==> src/rtl/ipv4_checksum_verify.sv <==
// ipv4_checksum_verify
// Checks the header checksum of a 20-byte IPv4 header carried in one
// AXI-Stream beat. The ten 16-bit header words, checksum field included, are
// summed in one's-complement arithmetic over three pipeline stages. The
// header is good when the folded sum is 16'hFFFF. One result beat is emitted
// per header beat, in order, with the pass bit in tdata[0].
// Neither side can stall: the input is always ready and the downstream
// tready is ignored.

module ipv4_checksum_verify #(
    parameter int IN_BYTES  = 20,   // header stream width in bytes, >= 20
    parameter int OUT_BYTES = 1,    // result stream width in bytes, >= 1
    parameter int USER_W    = 1     // tuser width on both streams
) (
    input  logic                     clk,
    input  logic                     areset,

    // Header stream (slave side)
    input  logic [8*IN_BYTES-1:0]    ipv4_header_tdata_i,
    input  logic                     ipv4_header_tvalid_i,
    output logic                     ipv4_header_tready_o,
    input  logic [IN_BYTES-1:0]      ipv4_header_tkeep_i,
    input  logic                     ipv4_header_tlast_i,
    input  logic [USER_W-1:0]        ipv4_header_tuser_i,

    // Result stream (master side)
    output logic [8*OUT_BYTES-1:0]   ipv4_checksum_valid_tdata_o,
    output logic                     ipv4_checksum_valid_tvalid_o,
    input  logic                     ipv4_checksum_valid_tready_i,
    output logic [OUT_BYTES-1:0]     ipv4_checksum_valid_tkeep_o,
    output logic                     ipv4_checksum_valid_tlast_o,
    output logic [USER_W-1:0]        ipv4_checksum_valid_tuser_o
);

    // Stage 1: five 17-bit pair sums
    logic              s1_valid_q, s1_valid_d;
    logic [4:0][16:0]  s1_sum_q,   s1_sum_d;

    // Stage 2: 20-bit total of the pair sums (5 * 0x1FFFE fits in 20 bits)
    logic              s2_valid_q, s2_valid_d;
    logic [19:0]       s2_sum_q,   s2_sum_d;

    // Stage 3: folded result reduced to the pass bit
    logic              s3_valid_q, s3_valid_d;
    logic              s3_pass_q,  s3_pass_d;

    // Fold intermediates
    logic [16:0]       fold1;
    logic [15:0]       fold2;

    // Header sits in the low 160 bits; everything above, plus the sideband
    // signals and the downstream ready, has no effect on the result.
    logic unused_inputs;
    assign unused_inputs = ^{ipv4_header_tdata_i, ipv4_header_tkeep_i,
                             ipv4_header_tlast_i, ipv4_header_tuser_i,
                             ipv4_checksum_valid_tready_i};

    // Stage 1 next state: split the header into ten words and add adjacent pairs.
    always_comb begin
        // NOTE: every signal written here gets a value on every path, so no latch is inferred.
        s1_valid_d = ipv4_header_tvalid_i;
        s1_sum_d   = '0;
        for (int i = 0; i < 5; i++) begin
            s1_sum_d[i] = {1'b0, ipv4_header_tdata_i[159 - 32*i -: 16]}
                        + {1'b0, ipv4_header_tdata_i[143 - 32*i -: 16]};
        end
    end

    // Stage 2 next state: add the five pair sums into one 20-bit total.
    always_comb begin
        s2_valid_d = s1_valid_q;
        s2_sum_d   = '0;
        for (int i = 0; i < 5; i++) begin
            s2_sum_d = s2_sum_d + {3'b000, s1_sum_q[i]};
        end
    end

    // Stage 3 next state: two end-around-carry folds, then compare to all ones.
    always_comb begin
        s3_valid_d = s2_valid_q;
        fold1      = {1'b0, s2_sum_q[15:0]} + {13'd0, s2_sum_q[19:16]};
        fold2      = fold1[15:0] + {15'd0, fold1[16]};
        s3_pass_d  = (fold2 == 16'hFFFF);
    end

    // Valid flags: the only state cleared by reset, so in-flight beats are dropped.
    always_ff @(posedge clk or posedge areset) begin
        // NOTE: sequential state uses non-blocking assignments so all stages update together.
        if (areset) begin
            s1_valid_q <= 1'b0;
            s2_valid_q <= 1'b0;
            s3_valid_q <= 1'b0;
        end else begin
            s1_valid_q <= s1_valid_d;
            s2_valid_q <= s2_valid_d;
            s3_valid_q <= s3_valid_d;
        end
    end

    // Datapath registers: free-running, qualified downstream by the valid flags.
    always_ff @(posedge clk) begin
        // NOTE: data registers are deliberately not reset; their contents are ignored while invalid.
        s1_sum_q  <= s1_sum_d;
        s2_sum_q  <= s2_sum_d;
        s3_pass_q <= s3_pass_d;
    end

    // Output beat: pass bit in tdata[0], masked to 0 while no result is valid.
    always_comb begin
        ipv4_header_tready_o            = 1'b1;
        ipv4_checksum_valid_tdata_o     = '0;
        ipv4_checksum_valid_tdata_o[0]  = s3_valid_q & s3_pass_q;
        ipv4_checksum_valid_tvalid_o    = s3_valid_q;
        ipv4_checksum_valid_tkeep_o     = '1;
        ipv4_checksum_valid_tlast_o     = 1'b1;
        ipv4_checksum_valid_tuser_o     = '0;
    end

endmodule

==> config.mk <==
export PLATFORM = sky130hd
export DESIGN_NAME = ipv4_checksum_verify
export DESIGN_NICKNAME = d
export VERILOG_FILES = /design/src/rtl/ipv4_checksum_verify.sv
export SDC_FILE = /design/constraint.sdc
export NUM_CORES = 1
export LEC_CHECK = 0
export CAP_MARGIN = 20
export CORE_MARGIN = 1
export CORE_UTILIZATION = 35
export CTS_BUF_LIST = sky130_fd_sc_hd__clkbuf_16
export CTS_CLUSTER_SIZE = 8
export DETAILED_ROUTE_END_ITERATION = 10
export PLACE_DENSITY_LB_ADDON = 0.2
export SLEW_MARGIN = 25
export SYNTH_ARGS = -nofsm -noshare
export SYNTH_HDL_FRONTEND = slang
export SYNTH_SLANG_ARGS = --single-unit
==> constraint.sdc <==
create_clock -name clk -period 4.4 [get_ports clk]
set_clock_uncertainty 0.2 [all_clocks]
set_input_delay 1.1 -clock clk [delete_from_list [all_inputs] [get_ports clk]]
set_output_delay 1.1 -clock clk [all_outputs]
set_load 0.02 [all_outputs]
==> metrics.txt, run 1 <==
number of diodes 0; clock slew at reported path FFs 0.08 ns; Pleak 5.01 nW; RePlAce Congestion ~0.86; first-pass GRT wire length between 30 and 40 mm; syn avg cell area between 8 and 9 sq um; clock share of power 10.5%; Max Cap Violations 0; Pint 4.19 mW; CP max-delay cell fa_1; placed cell area 10600 sq um; cell mode on critical path fa_1; post-layout util 45.9%; CP Cell Sequence inv_1 -> fa_1 -> fa_1 -> fa_1 -> inv_1 -> ha_1 -> fa_2 -> a211oi_2 -> o21ai_1 -> nand4_1 -> a31oi_1 -> nand4_1 -> nand4b_1 -> a21o_1 -> o21ba_2; Final Non-Filler Cells 1457; FMAX 0.242 GHz; flop-to-flop setup slack 0.28 ns; total power 7.55 mW; # fillers 2317; Final Cycle Share 93.7%; Critical Path AT ~4.2 ns; worst-case clock buffer depth 2; area grow syn2layout 26.8%; initial antenna violation count 4; synthesized area 8600 sq um; CP endpoint kind register; worst flop-to-flop path endpoint s2_sum_q[19]; slowest stage delay, CP 0.58 ns; RSZ-0062 raised after global routing false; Final setup viols 0; startpoint types register; M2 GR Usage 26.1%; min-delay src s1_valid_q; layout cells sized above 1 2.90%; Seq cells post-synth between 100 and 150; cts hold-fix bufs 0; Total GRT Usage 15.4%; Die W 159 um; Register Area 2200 sq um; vias after detailed routing 6829; DP Cell Count ~1.4k; clock sinks 109; Max VDD drop about 0.00040 V; wire per inst 12.8 um; Hold Violations, Final 0; Root Buffer clkbuf_16; final antenna-violating net count 0; nets 1481; Reg2Reg Launch Point s1_sum_q[1]; CTS Buf Count 9; met1 Usage GRT 18.9%; R2R cell count 15; Avg Vias per Cell 4.69; Power Dens Cells around 690 nW/um^2; H-tree levels 3; Initial DRT Pass Iterations 4; io pins just under 200; largest net degree at the start of global routing 21; total grt overflow 0; Yosys warning count 0; Post-Route WL 18.6 mm; sw frac 44.6%; vias in the first global route 6924; Slew Limit Fails 0; Hold Path Depth 0; HP Class register to register; Starting Density 36.2%; number of distinct library cells after synthesis slightly below 70; CTS tree yes; drt drc 0; DIE AREA 25200 sq um; most used routing layer met2; hpwl dp ~16 mm; critical path peak fanout 3; share of synthesized registers carrying an async set or reset between 2 and 3%; Worst slew margin 65.1%; switching pwr 3.37 mW; combinational share of power roughly 70%; Worst Setup Path Type register to register; status finished, final reports clean; worst hold endpoint s2_valid_q; worst-skew pair later-pin latency 0.35 ns; Syn Inst Count 960; number of enable-type register cells in the synthesized netlist 0; IO Port Bufs 164; Slew @ Worst Pin between 0.5 and 0.6 ns; multi-input logic area 5730 sq um; CP Data Required Time 4.44 ns; DIE HEIGHT 159 um; starting DRC count in detailed routing 194; Core ar. 23800 sq um; met3 usage roughly 3.6%; sequential share of power 20.1%; Top FF cell, synth dfxtp_1; Finished Cell Area 10900 sq um; sequential share of the synthesized area 25.5%; crit path time final about 4.1 ns; TNS Setup 0 ns; Core Rows 56
==> metrics by stage <==
step	setup WS, ns	hold WS (ns)
global placement	0.117	0.141
detailed placement	0.0975	0.136
CTS	0.0390	0.163
global route	0.0472	0.163
finish	0.275	0.160
floorplan	0.395	0.131
==> area by class of cell <==
cell class | instances | share of cell area (%)
multi-input cells | 678 | 52.6
clock buffers | 9 | 2.07
inverters | 170 | 5.85
repair buffers | 165 | 15.1
flip-flops and latches | 109 | 20.2
clock inverters | 7 | 0.585
well taps | 319 | 3.66
==> Yosys cell counts, types with 20 or more instances <==
cell	number	area, sq um
a21oi_1	55	275
ha_1	106	1330
inv_1	170	638
nor3_1	26	130
nor2_1	47	176
o21ai_0	44	220
nand3_1	29	145
dfxtp_1	106	2120
fa_1	56	1120
xor2_1	20	175
nand2_1	38	143
xnor2_1	66	578
==> cell usage in the layout, fill, tap and decap left out, drive strengths merged, types with 4 or more instances in the layout <==
cell	netlist	final
nor3	27	27
xnor2	66	66
xor2	20	20
nor2b	14	14
nor2	48	48
dfxtp	106	106
nand2	38	38
a21o	16	16
and2	4	4
o21ai	47	47
o21bai	5	5
a211oi	10	10
a31oi	13	13
inv	170	176
or3	5	5
nand3	29	29
and3	12	12
fa	56	56
ha	106	106
nand2b	10	10
nand4	11	11
o21a	5	5
clkdlybuf4s50	0	164
o211ai	12	12
clkbuf	1	9
a21oi	55	55
conb	2	11
==> worst max-delay path by stage <==
stage,startpoint,end,slack [ns],depth (start not counted)
2_1_floorplan,s1_sum_q[1],s2_sum_q[19],0.39,15
3_3_place_gp,s1_sum_q[1],s2_sum_q[19],0.12,15
3_5_place_dp,s1_sum_q[1],s2_sum_q[19],0.1,15
4_1_cts,s1_sum_q[1],s2_sum_q[19],0.04,15
5_1_grt,s1_sum_q[1],s2_sum_q[19],0.05,15
6_report,s1_sum_q[1],s2_sum_q[19],0.28,15
==> state kept, by name (all words and copies together), names as in the netlist <==
name / flops
s2_sum_q: 20
s1_valid_q: 1
s1_sum_q: 85
s3_pass_q: 1
s2_valid_q: 1
ipv4_checksum_valid_tvalid_o: 1
==> power by group through the flow <==
stage / sequential (mW) / clock, mW / combinational [mW]
4_1_cts: 1.52 / 0.817 / 5.25
5_1_grt: 1.55 / 0.858 / 6.08
3_3_place_gp: 1.54 / 0 / 5.15
3_5_place_dp: 1.54 / 0 / 5.23
6_report: 1.51 / 0.791 / 5.25
2_1_floorplan: 1.47 / 0 / 4.14
==> layer usage <==
layer | part of all wire [%] | up-vias | routed length, um
met5 | 0.12 | - | 23
met4 | 2.1 | 4 | 398
met3 | 5.1 | 24 | 955
met2 | 47 | 130 | 8810
met1 | 45 | 3093 | 8460
li1 | - | 3578 | -
==> critical path: cells and delay by family (launching register included) <==
kind / cells / cell delay (ns)
AO/OA/AOI/OAI: 5 / 0.88
adder cells (fa/ha/maj): 5 / 2.17
buffers and inverters: 2 / 0.09
flip-flops: 1 / 0.31
AND/OR/NAND/NOR: 3 / 0.35
==> logic make-up after synthesis <==
group                      Yosys count  synth area share (%)
DFF                                109                  25.5
other                                2                0.0873
adders and majority gates          162                  28.5
buffers and inverters              182                  8.42
and+or+nand+nor                    217                  12.9
AOI/OAI and AO/OA                  199                  15.5
xor gates and xnor gates            86                  8.76
muxes                                3                 0.364
==> repair_timing <==
item / in CTS / in global routing
buffers inserted: 0 / 0
gates resized for setup: 0 / 5
setup endpoints to repair: 0 / 4
No activity file was read; power rests on OpenSTA's default activity.
==> run 2: changes to the inputs <==
--- a/config.mk
+++ b/config.mk
@@ -6,10 +6,10 @@
 export NUM_CORES = 1
 export LEC_CHECK = 0
 export CAP_MARGIN = 20
-export CORE_MARGIN = 1
+export CORE_MARGIN = 2
 export CORE_UTILIZATION = 35
 export CTS_BUF_LIST = sky130_fd_sc_hd__clkbuf_16
-export CTS_CLUSTER_SIZE = 8
+export CTS_CLUSTER_SIZE = 25
 export DETAILED_ROUTE_END_ITERATION = 10
 export PLACE_DENSITY_LB_ADDON = 0.2
 export SLEW_MARGIN = 25
==> metrics.txt, run 2 (synthesis gave the netlist of run 1 again) <==
status finished, final reports clean; drt drc 0 (unchanged); starting DRC count in detailed routing 169 (-13%); R2R cell count 15 (unchanged); Worst slew margin 63.1% (-2.1 points); cell mode on critical path fa_1; DP Cell Count 1448 (+0.49%); largest net degree at the start of global routing 21 (unchanged); Core ar. 24200 sq um (+2.1%); Die W 161 um (+1.3%); CP max-delay cell fa_1; combinational share of power 69.6% (about the same); DIE AREA 25800 sq um (+2.5%); Slew Limit Fails 0 (unchanged); first-pass GRT wire length 32.1 mm (+2.3%); largest register by flop count s1_sum_q; FMAX 0.240 GHz (-0.89%); flop-to-flop setup slack 0.24 ns (-0.04 ns); total grt overflow 0 (unchanged); DIE HEIGHT 161 um (+1.3%); RePlAce Congestion 0.848 (-1.8%); CTS tree yes; pre-CTS setup slack 0.115 ns (+0.0174 ns); commonest cells after routing, fill and taps aside inv_1, clkdlybuf4s50_1, ha_1, dfxtp_1, xnor2_1; post-CTS setup buffers 0 (unchanged); Largest regs s1_sum_q: 85 flops, s2_sum_q: 20 flops; Critical Path AT 4.20 ns (+0.03 ns); Total GRT Usage 15.3% (-0.088 points); max FFs per register 85 (unchanged); area grow syn2layout 27.1%; final worst setup slack 0.238 ns (-0.0371 ns); H-tree levels 3 (unchanged); CTS Buf Count 9 (unchanged); Reg2Reg Launch Point s1_sum_q[1]; Worst Setup Path Type register to register; switching pwr 3.40 mW (+0.90%); Avg Vias per Cell 4.67 (-0.30%); Finished Cell Area 10900 sq um (+0.23%); HP Class register to register; Final Cycle Share 94.6% (+0.84 points); nets 1483 (+0.14%); wire per inst 13.0 um (+2.0%); sequential share of power 20.0% (about the same); clock sinks 109 (unchanged); RSZ-0062 raised after global routing true; worst-case clock buffer depth 2 (unchanged); layout cells sized above 1 3.07% (+0.17 points); clock slew at reported path FFs 0.08 ns (about the same); Pleak 5.02 nW (+0.18%); Power Dens Cells 695 nW/um^2 (+0.30%); Pint 4.20 mW (+0.23%); Post-Route WL 19.1 mm (+2.5%); placed cell area 10600 sq um (+0.20%); Starting Density 35.5% (-0.74 points); Max Cap Violations 0 (unchanged); initial antenna violation count 2 (-2); CP Data Required Time 4.44 ns (about the same); CP endpoint kind register; sum of buffers and inverters on the critical path 2 (unchanged); vias after detailed routing 6846 (+0.25%); vias in the first global route 6993 (+1.0%); Final Non-Filler Cells 1465 (+0.55%); CP Cell Sequence inv_1 -> fa_1 -> fa_1 -> fa_1 -> inv_1 -> ha_1 -> fa_2 -> a211oi_2 -> o21ai_1 -> nand4_1 -> a31oi_2 -> nand4_1 -> nand4b_1 -> a21o_1 -> o21ba_2; Final setup viols 0 (unchanged); Max VDD drop 0.000371 V (-6.5%); family with the most delay on the worst path adder cells; slowest stage delay, CP 0.58 ns (about the same); hpwl dp 16.8 mm (+2.7%); Initial DRT Pass Iterations 5 (+1); critical path peak fanout 3 (unchanged); sw frac 44.8% (+0.16 points); clock share of power 10.4% (about the same); cts hold-fix bufs 0 (unchanged); Hold Path Depth 0 (unchanged); min-delay src s2_valid_q; startpoint types register; IO Port Bufs 164 (unchanged); final antenna-violating net count 0 (unchanged); Hold Violations, Final 0 (unchanged); Root Buffer clkbuf_16; commonest non-fill, non-tap cell in the layout inv_1; Slew @ Worst Pin 0.549 ns (+0.0307 ns); worst hold endpoint ipv4_checksum_valid_tvalid_o; Core Rows 57 (+1.8%); worst flop-to-flop path endpoint s2_sum_q[19]; worst-skew pair later-pin latency 0.35 ns (about the same); crit path time final 4.16 ns (+0.0371 ns); Post-CTS Resized 0 (unchanged); io pins 199 (unchanged)
[run 2: cell types whose count changed in the layout (fill, tap and decap cells not counted), sizes merged]
cell | before | now
diode | 0 | 1
buf | 1 | 3
[run 2: power by group through the flow]
stage	Sequential, mW	Clock (mW)	Combinational, mW
4_1_cts	1.52	0.821	5.28
5_1_grt	1.55	0.854	6.08
3_3_place_gp	1.54	0	5.17
6_report	1.52	0.790	5.29
3_5_place_dp	1.54	0	5.26
2_1_floorplan	1.47	0	4.14
[run 2: worst max path at each step]
stage                            from           end  slack (ns)  cells past startpoint
after floorplan           s1_sum_q[1]  s2_sum_q[19]        0.39                     15
after global placement    s1_sum_q[1]  s2_sum_q[19]        0.13                     15
after detailed placement  s1_sum_q[1]  s2_sum_q[19]        0.11                     15
after CTS                 s1_sum_q[1]  s2_sum_q[19]        0.07                     15
after global routing      s1_sum_q[1]  s2_sum_q[19]       -0.01                     15
final                     s1_sum_q[1]  s2_sum_q[19]        0.24                     15
[run 2: area by class of cell]
type / instances / area (sq um)
Antenna cell: 1 / 2.50
Clock buffer: 9 / 225
Clock inverter: 7 / 66.3
Fill cell: 2452 / 13300
Inverter: 170 / 638
Multi-Input combinational cell: 678 / 5730
Sequential cell: 109 / 2200
Tap cell: 324 / 405
Timing Repair Buffer: 167 / 1660
[run 2: routing by layer]
metal  share of wire, %  wire [um]  global-route usage (%)  vias to the layer above
met3                5.4       1030                    3.93                       14
met4               0.96        184                    3.21                        2
li1                   -          -                       -                     3582
met5              0.063         12                       0                        -
met1                 46       8760                    18.9                     3116
met2                 48       9130                    26.8                      132
[run 2: per-stage QoR]
stage               setup TNS, ns  util (%)  power [mW]  hold slack [ns]
floorplan                       0         -        5.61            0.131
global placement                0      43.8        6.71            0.138
detailed placement              0      43.8        6.80            0.138
CTS                             0      45.0        7.62            0.160
global route              -0.0128      45.1        8.49            0.161
finish                          0      45.1        7.59            0.157
